## src/rtl/kernel_stall_detector.sv

```systemverilog
// Kernel stall detector: flags deadlock when a non-idle kernel shows the same nonzero block pattern for STALL_THRESH consecutive edges.
// Optional macro KERNEL_STALL_DETECTOR_TIMESTAMP_EN adds a free-running cycle counter that stamps block_time.
module kernel_stall_detector #(
  parameter int N_AXIS       = 2,
  parameter int N_INST       = 2,
  parameter int STALL_THRESH = 16,
  localparam int CW          = $clog2(STALL_THRESH + 1),
  localparam int SW          = N_AXIS + N_INST
) (
  input  logic              clock,
  input  logic              reset,
  input  logic [N_AXIS-1:0] axis_block_sigs,
  input  logic [N_INST-1:0] inst_idle_sigs,
  input  logic [N_INST-1:0] inst_block_sigs,
  input  logic              clear,
  output logic              block,
  output logic [N_AXIS-1:0] block_axis_mask,
  output logic [N_INST-1:0] block_inst_mask,
  output logic [CW-1:0]     stall_cnt,
  output logic [31:0]       block_time
);

  localparam logic [CW-1:0] CNT_ONE  = CW'(1);
  localparam logic [CW-1:0] CNT_LAST = CW'(STALL_THRESH - 1);
  localparam logic [CW-1:0] CNT_FULL = CW'(STALL_THRESH);

  typedef enum logic [1:0] {
    IDLE    = 2'd0,
    COUNT   = 2'd1,
    BLOCKED = 2'd2
  } state_t;

  state_t        state_reg;
  logic [SW-1:0] sig;
  logic [SW-1:0] sig_q;
  logic [SW-1:0] sig_diff;
  logic          active;
  logic          stall_cond;
  logic          sig_same;

  assign sig        = {axis_block_sigs, inst_block_sigs};
  assign active     = ~(&inst_idle_sigs);
  assign stall_cond = active & (|sig);

  genvar gi;
  generate
    for (gi = 0; gi < SW; gi++) begin : g_diff
      assign sig_diff[gi] = sig[gi] ^ sig_q[gi];
    end
  endgenerate

  // A run only counts while the exact same set of blockers persists.
  assign sig_same = ~(|sig_diff);

`ifdef KERNEL_STALL_DETECTOR_TIMESTAMP_EN
  logic [31:0] cycle_cnt;
  logic [31:0] cycle_next;

  // cycle_next is the number of edges since reset, including the current one.
  assign cycle_next = cycle_cnt + 32'd1;

  always_ff @(posedge clock or posedge reset) begin
    if (reset) begin
      cycle_cnt <= '0;
    end else begin
      cycle_cnt <= cycle_next;
    end
  end
`else
  assign block_time = '0;
`endif

  always_ff @(posedge clock or posedge reset) begin
    if (reset) begin
      state_reg       <= IDLE;
      block           <= 1'b0;
      block_axis_mask <= '0;
      block_inst_mask <= '0;
      stall_cnt       <= '0;
      sig_q           <= '0;
`ifdef KERNEL_STALL_DETECTOR_TIMESTAMP_EN
      block_time      <= '0;
`endif
    end else if (clear) begin
      state_reg       <= IDLE;
      block           <= 1'b0;
      block_axis_mask <= '0;
      block_inst_mask <= '0;
      stall_cnt       <= '0;
      sig_q           <= '0;
`ifdef KERNEL_STALL_DETECTOR_TIMESTAMP_EN
      block_time      <= '0;
`endif
    end else begin
      case (state_reg)
        IDLE: begin
          if (stall_cond) begin
            state_reg <= COUNT;
            stall_cnt <= CNT_ONE;
            sig_q     <= sig;
          end else begin
            stall_cnt <= '0;
          end
        end
        COUNT: begin
          if (!stall_cond) begin
            state_reg <= IDLE;
            stall_cnt <= '0;
          end else if (!sig_same) begin
            stall_cnt <= CNT_ONE;
            sig_q     <= sig;
          end else if (stall_cnt == CNT_LAST) begin
            state_reg       <= BLOCKED;
            block           <= 1'b1;
            stall_cnt       <= CNT_FULL;
            block_axis_mask <= axis_block_sigs;
            block_inst_mask <= inst_block_sigs;
`ifdef KERNEL_STALL_DETECTOR_TIMESTAMP_EN
            block_time      <= cycle_next;
`endif
          end else begin
            stall_cnt <= stall_cnt + CNT_ONE;
          end
        end
        BLOCKED: begin
          // Sticky: everything holds until clear or reset.
          state_reg <= BLOCKED;
        end
        default: begin
          state_reg <= IDLE;
          stall_cnt <= '0;
        end
      endcase
    end
  end

endmodule

```

## config.mk

```make
export PLATFORM = sky130hd
export DESIGN_NAME = kernel_stall_detector
export DESIGN_NICKNAME = d
export VERILOG_FILES = /design/src/rtl/kernel_stall_detector.sv
export SDC_FILE = /design/constraint.sdc
export NUM_CORES = 1
export LEC_CHECK = 0
export ABC_CLOCK_PERIOD_IN_PS = 4300
export CORE_MARGIN = 8
export CORE_UTILIZATION = 44
export CTS_CLUSTER_SIZE = 8
export DETAILED_ROUTE_END_ITERATION = 7
export GPL_TIMING_DRIVEN = 0
export PLACE_DENSITY = 0.85
export REMOVE_ABC_BUFFERS = 1
export SLEW_MARGIN = 20
export SYNTH_ARGS = -nofsm -noshare
export SYNTH_HDL_FRONTEND = slang
export SYNTH_SLANG_ARGS = --single-unit
```

## constraint.sdc

```tcl
create_clock -name clock -period 4.3 [get_ports clock]
set_clock_uncertainty 0.15 [all_clocks]
set_input_delay 0.43 -clock clock [delete_from_list [all_inputs] [get_ports clock]]
set_output_delay 0.43 -clock clock [all_outputs]
set_load 0.005 [all_outputs]
```

# After elaboration in Yosys (flattened, before gate mapping)
# Index checks and enable logic that the tools add are counted.
# word_totals
mem_count,0
rom_bits,0
regBits,16
latch_bits,0
ramBits,0
in_bits,9
output_inout_bits,42
elab_cells,66
# op_classes
mul,0
div,0
bitwise_logic,6
reduce_logical,11
n_mux,32
n_eq_ne,10
shifts,0
add_sub_neg,1
n_lt_le_gt_ge,0
# ops
cell,n
$mux W2,15
$mux W5,4
$mux W4,4
$pmux W5 S3,1
$ne A3 B3 Y1 const B,3
$ne A4 B4 Y1 const B,2
$pmux W4 S2,1
$reduce_and A4 Y1,2
$reduce_or A4 Y1,2
$mux W1,6
$pmux W2 S3,1
$reduce_bool A2 Y1,3
$add A5 B1 Y5 const B,1
$eq A5 B4 Y1 const B,1
$ne A2 B2 Y1 const B,2
$xor A1 B1 Y1,4
$reduce_and A3 Y1,1
$reduce_bool A3 Y1,1
$eq A2 B1 Y1 const B,1
$eq A2 B2 Y1 const B,1
$logic_not A2 Y1,1
$reduce_and A2 Y1,1
$and A1 B1 Y1,1
$not A1 Y1,1

# Longest topological paths before layout
# Gate-level depths: netlist of the first run.
# depth
word_depth,6
ltp_mapped,7

# Least setup slack after synthesis of the first run
# Ideal clock, no wire load.
# synth_path
path_type,register to register
startpoint,register stall_cnt[0]
endpoint,register block_axis_mask[0]
stages_incl_launch_ff,8
synth_period_minus_slack_ns,1.799
required_ns,4.028
setup_ns,0.122
arrival_ns,1.527
n_path_buf,1
slack_ns,2.501
path_cell_list,dfrtp_1 > ha_1 > and3_1 > ha_1 > nand3_1 > or3_1 > buf_6 > mux2i_1
# synth_via
elab_chain_len,3
# synth_rtl
item,line_no,text
start: declaration,19,"output logic [CW-1:0] stall_cnt,"
start signal: assignment,122,stall_cnt <= stall_cnt + CNT_ONE;
$eq A5 B4 Y1,112,end else if (stall_cnt == CNT_LAST) begin
$reduce_bool A2 Y1 (no source line),--,
$reduce_and A4 Y1 (no source line),--,
end signal: assignment,116,block_axis_mask <= axis_block_sigs;
end: declaration,17,"output logic [N_AXIS-1:0] block_axis_mask,"
# Every way passes these cells.
# A chain may end at the register's enable or synchronous reset.

# Worst setup path after layout of the first run
# layout_path
startpoint,input port clear
endpoint,register stall_cnt[2]
# layout_via
elab_chain_len,1
# layout_rtl
item,line_no,text
start: declaration,15,"input logic clear,"
$ne A2 B2 Y1 (no source line) or $mux W5 (tied branches),--,
# Parallel ways exist; a longest one is shown, timed or not.

==> metrics.md, run 1 <==
| Metric | Value |
|---|---|
| Status | `finished clean` |
| Syn_area_per_cell | `9.788 um2` |
| Clock Tree Buf Depth | `2` |
| Placed cells | `157` |
| Clk pin slew, worst setup/hold paths | `90 ps` |
| Ant diodes | `0` |
| Worst setup path class | `input port to flop` |
| Syn Std Cell Area | `1106 um2` |
| Chip Height | `66.14 um` |
| Clock latency on the worst-skew pair | `290 ps` |
| Core area | `2432 um2` |
| Max FFs per register | `5` |
| Fmax | `0.4520 GHz` |
| Maximum VDD drop | `0.1759 mV` |
| Worst slew pin tran | `696.0 ps` |
| Nets | `143` |
| Hold WC Path Type | `input port to async pin` |
| Total number of vias | `737` |
| P_leak | `0.5916 nW` |
| Clk root buf | `clkbuf_4` |
| Hold_buf cts | `0` |
| Fillers | `253` |
| TNS Setup | `0 ps` |
| Routed Antenna Nets | `0` |
| Crit path cell chain | `clkdlybuf4s50_1 > nor3b_1 > or3b_1 > a2111oi_0 > a21o_1` |
| Number of flops mapped to enable cells by yosys | `0` |
| Netlist cell types | `30` |
| Crit. End Element | `flop` |
| Die W | `66.14 um` |
| Worst setup SP type | `input port` |
| Final Hold Viols | `0` |
| Register name with the most flops | `stall_cnt` |
| DRC | `0` |
| Congestion Overflow GR | `0` |
| Yosys reg bits | `16` |
| Top flop regs | `stall_cnt x5, sig_q x4` |
| Final setup fails | `0` |
| Synthesis warning total | `0` |
| Post-DR vias/cell | `4.578` |
| Port bufs | `18` |
| Worst Path Max Fanout | `16` |
| Tot Pwr | `0.3033 mW` |
| Total track usage | `9.160%` |
| Post-CTS sizing | `0` |
| Number of global-route vias before repair | `687` |
| TritonRoute pass-1 iters | `4` |
| Seq/Total Area, Yosys | `36.20%` |
| Asr flop ratio synth | `100.0%` |
| Die ar. | `4374 um2` |
| Slew Limit Fails | `0` |
| Ports | `51` |
| Share of post-route cells with drive strength above 1 | `4.580%` |
| Power per cell area | `250.7 nW/um2` |
| Post-synth top flop | `dfrtp_1` |
| Slew HR | `53.50%` |
| Overall routed net length | `2.069 mm` |
| Critical Path RT | `4380 ps` |
| Final worst-path cycle share | `51.45%` |
| Area growth syn-to-layout | `9.389%` |
| Initial Util | `45.47%` |
| Clk sinks | `16` |
| Max-cap violations | `0` |
| CP max stage delay | `730 ps` |
| WL per Instance | `12.85 um` |
| CP max stage cell | `clkdlybuf4s50_1` |
| Critical path data arrival time | `2300 ps` |
| Post-CTS Setup Bufs | `0` |
| Largest net degree at the start of global routing | `17` |
| CTS H-tree lvls | `1` |
| 1st-iter DRT viols | `6` |
| Post-DP HPWL | `1.668 mm` |
| Initial antenna violation count | `0` |
| Crit path time final | `2212 ps` |
| CTS tree | `done` |
| CTS Buf Count | `3` |
| RSZ-0062 raised after global routing | `no` |
| Global-route wire length before repair | `3.180 mm` |
| Fin cells | `161` |
| Cell Rows | `18` |
| Mapped Cells | `113` |
| GP Congestion | `0.8251` |
[report_power, final]
part,internal [mW],switching (mW)
clock network,0.0516,0.0485
registers,0.155,0.00376
logic,0.0190,0.0258
total,0.225,0.0781
[synth_stat cells, types with 2 or more instances]
cell	number	share of area, %
a21oi_1	4	1.8
a22o_1	2	1.6
buf_4	32	22
buf_6	2	2.0
dfrtp_1	16	36
ha_1	2	2.3
inv_1	3	1.0
mux2i_1	8	7.2
nand2_1	4	1.4
nand2b_1	13	7.4
nand3_1	2	0.91
nand3b_1	2	1.4
nor2_1	2	0.68
xnor2_1	5	4.0
[final cells by class]
type                       count  area [um2]  share of cell area (%)
timing repair buffer          18       180.2                   14.89
tap                           30       37.54                   3.102
sequential                    16       400.4                   33.09
multi-input combinational     90       544.3                   44.98
inverter                       3       11.26                  0.9307
clock buffer                   4       36.28                   2.999
[per-layer routing]
metal	global-route usage [%]	up-vias	part of all wire, %	wire (um)
li1	-	348	-	-
met1	10.12	340	42	865
met2	14.35	44	40	834
met3	4.237	5	16	331
met4	4.800	0	1.8	37
met5	0	-	0	0
[through the flow]
| step | area (um2) | utilization, % | hold slack (ps) | worst slack, ps |
|---|---|---|---|---|
| detailed placement | 1174 | 48.25 | 346.8 | 1800 |
| CTS | 1210 | 49.74 | 368.4 | 2104 |
| global route | 1210 | 49.74 | 394.1 | 1903 |
| finish | 1210 | 49.74 | 361.9 | 2088 |
| floorplan | 955.9 | - | 193.7 | 2481 |
| global placement | 1174 | 48.25 | 346.9 | 1878 |
[kinds of logic after synthesis]
group           Yosys count  synth area share [%]
xor+xnor                  5                 3.959
simple gates             32                 17.87
buf+inv                  38                 25.11
compound gates           11                 7.014
other cells               1                0.3390
flops                    16                 36.20
fa+ha+maj                 2                 2.262
mux                       8                 7.240
[worst paths after layout]
check	cells past startpoint	slack [ps]	from	endpoint
setup / recovery	5	2090	clear	stall_cnt[2]
hold / removal	2	360	reset	block_axis_mask[0]
setup reg to reg	6	2290	stall_cnt[0]	block_inst_mask[1]
hold reg to reg	2	360	stall_cnt[4]	stall_cnt[4]
max in group asynchronous	2	3240	reset	sig_q[0]
min in group clock	2	360	stall_cnt[4]	stall_cnt[4]
[critical path, delay by kind of cell]
family                 cells  cell delay (ps)
AOI/OAI and AO/OA          2              540
buffers and inverters      1              730
and+or+nand+nor            2              600
[layout by cell type, fill, tap and decap left out, types with 2 or more instances in the layout]
cell,instances
ha_1,2
mux2i_1,8
dfrtp_1,16
clkbuf_4,3
inv_1,3
nand2b_1,13
nand3_1,2
xnor2_1,5
conb_1,32
clkdlybuf4s50_1,18
a21oi_1,4
nand2_1,4
nand3b_1,2
a22o_1,2
nor2_1,2
Note: power is estimated with default switching activity, not from simulation.
==> run 2: changes to the inputs <==
Settings changed: ABC_CLOCK_PERIOD_IN_PS 4300 to 2200, CORE_UTILIZATION 44 to 41, PLACE_DENSITY 0.85 to 0.8.
Clock period 4.3 ns to 2.2 ns, I/O delays scaled along.
==> metrics.md, run 2 (synthesis gave the netlist of run 1 again) <==
| Metric | Value |
|---|---|
| Post-DR vias/cell | `4.549 (-0.62%)` |
| Final hold slack | `138.1 ps (-223.8 ps)` |
| Clk sinks | `16 (unchanged)` |
| Core area | `2663 um2 (+9.5%)` |
| Number of global-route vias before repair | `687 (unchanged)` |
| Cell Rows | `19 (+1)` |
| GP Congestion | `0.7377 (-11%)` |
| Fin util | `45.49% (-4.3 points)` |
| CTS H-tree lvls | `1 (unchanged)` |
| Worst Path Max Fanout | `6 (-10)` |
| Largest net degree at the start of global routing | `17 (unchanged)` |
| CTS tree | `done` |
| Maximum VDD drop | `0.3144 mV (+79%)` |
| Final Hold Viols | `0 (unchanged)` |
| Worst setup SP type | `flop` |
| Ports | `51 (unchanged)` |
| Worst slew pin tran | `627.9 ps (-68.16 ps)` |
| Internal | `0.4402 mW (+95%)` |
| Max FFs per register | `5 (unchanged)` |
| Congestion Overflow GR | `0 (unchanged)` |
| Met1 WL | `757 um (-12%)` |
| Share of post-route cells with drive strength above 1 | `4.580% (unchanged)` |
| Post-DP HPWL | `1.652 mm (-0.96%)` |
| Total number of vias | `737 (unchanged)` |
| Max-cap violations | `0 (unchanged)` |
| Slew HR | `58.05% (+4.6 points)` |
| Chip Height | `67.94 um (+2.7%)` |
| Crit path time final | `1992 ps` |
| Ant diodes | `0 (unchanged)` |
| Critical path data arrival time | `2010 ps (-290 ps)` |
| Clk root buf | `clkbuf_4` |
| Final worst-path cycle share | `90.55%` |
| Net switching power | `0.1475 mW (+89%)` |
| RSZ-0062 raised after global routing | `no` |
| Final setup fails | `0 (unchanged)` |
| Post-CTS Setup Bufs | `0 (unchanged)` |
| TritonRoute pass-1 iters | `4 (unchanged)` |
| Post-CTS sizing | `0 (unchanged)` |
| Crit path cell chain | `ha_1 > and3_1 > ha_1 > nand3_1 > or3_1 > mux2i_1` |
| Overall routed net length | `2.010 mm (-2.9%)` |
| Register name with the most flops | `stall_cnt` |
| Total track usage | `8.501% (-0.66 points)` |
| Share of power burned in combinational logic | `14.8% (about the same)` |
| DP Worst Slack | `-45.52 ps (-1846 ps)` |
| Clock latency on the worst-skew pair | `280 ps (about the same)` |
| Clk pin slew, worst setup/hold paths | `90 ps (about the same)` |
| CP max stage cell | `or3_1` |
| Routed Antenna Nets | `0 (unchanged)` |
| Status | `finished clean` |
| Hold_buf cts | `0 (unchanged)` |
| Clk pwr share | `32.6% (-0.4 points)` |
| Die ar. | `4616 um2 (+5.5%)` |
| Fmax | `0.5020 GHz` |
| Commonest cells after routing, fill and taps aside | `32 x conb_1, 18 x clkdlybuf4s50_1, 16 x dfrtp_1` |
| CP max stage delay | `460 ps (-270 ps)` |
| Met3 WL | `268 um (-19%)` |
| DRC | `0 (unchanged)` |
| Tot Pwr | `0.5877 mW (+94%)` |
| Die W | `67.94 um (+2.7%)` |
| Hold WC Path Type | `input port to async pin` |
| Final worst slack | `207.8 ps (-1880 ps)` |
| Critical Path RT | `2210 ps (-2170 ps)` |
| Commonest non-fill, non-tap cell in the layout | `conb_1` |
| Nets | `143 (unchanged)` |
| Power per cell area | `485.2 nW/um2 (+94%)` |
| 1st-iter DRT viols | `18 (+12)` |
| Top sig layer | `met4` |
| Port bufs | `18 (unchanged)` |
| Worst setup path class | `flop to flop` |
| Most Frequent Cell on Critical Path | `ha_1` |
| Initial Util | `41.54% (-3.9 points)` |
| P_leak | `0.5916 nW (unchanged)` |
| Top flop regs | `stall_cnt x5, sig_q x4` |
| Switching Share | `25.10% (-0.64 points)` |
| Initial antenna violation count | `0 (unchanged)` |
| Crit. End Element | `flop` |
| WL met2 | `972 um (+17%)` |
| Global-route wire length before repair | `3.036 mm (-4.5%)` |
| CTS Buf Count | `3 (unchanged)` |
| WL per Instance | `12.41 um (-3.5%)` |
| Slew Limit Fails | `0 (unchanged)` |
| TNS Setup | `0 ps (unchanged)` |
| Buf+Inv Stages, Crit Path | `0 (-1)` |
| Delay-heaviest family, CP | `simple AND/OR/NAND/NOR gates` |
| Seq pwr share | `52.6% (+0.4 points)` |
| Clock Tree Buf Depth | `2 (unchanged)` |
| Area growth syn-to-layout | `9.502%` |
[run 2: cell counts in the layout (fill, tap and decap cells not counted)]
No cell type changed its count.
[run 2: layer usage]
metal	track usage [%]	up-vias
met5	0	-
met4	3.836	0
met3	3.437	2
met2	14.54	31
met1	9.003	355
li1	-	349
[run 2: final cells by class]
type / count / area [um2]
inverters: 3 / 11.26
repair buffers: 18 / 180.2
multi-input cells: 90 / 544.3
well taps: 31 / 38.79
flip-flops and latches: 16 / 400.4
clock buffers: 4 / 36.28
fillers: 286 / 1451
[run 2: power groups by stage]
stage	registers, mW	clock network (mW)	logic (mW)
after floorplan	0.314	0	0.0550
after global placement	0.315	0	0.0833
after detailed placement	0.315	0	0.0854
after CTS	0.309	0.201	0.0860
after global routing	0.310	0.212	0.0982
final	0.309	0.192	0.0870
[run 2: final timing paths]
kind	start	to	slack, ps	cells past startpoint
setup / recovery	stall_cnt[0]	block_axis_mask[1]	210	6
hold / removal	reset	stall_cnt[1]	140	2
setup reg to reg	stall_cnt[0]	block_axis_mask[1]	210	6
hold reg to reg	block	block	370	2
max in group asynchronous	reset	stall_cnt[2]	1370	2
min in group clock	block	block	370	2
[run 2: per-stage QoR]
step | area (um2) | instances
2_1_floorplan | 955.9 | 109
3_3_place_gp | 1175 | 158
3_5_place_dp | 1175 | 158
4_1_cts | 1211 | 162
5_1_grt | 1211 | 162
6_report | 1211 | 162
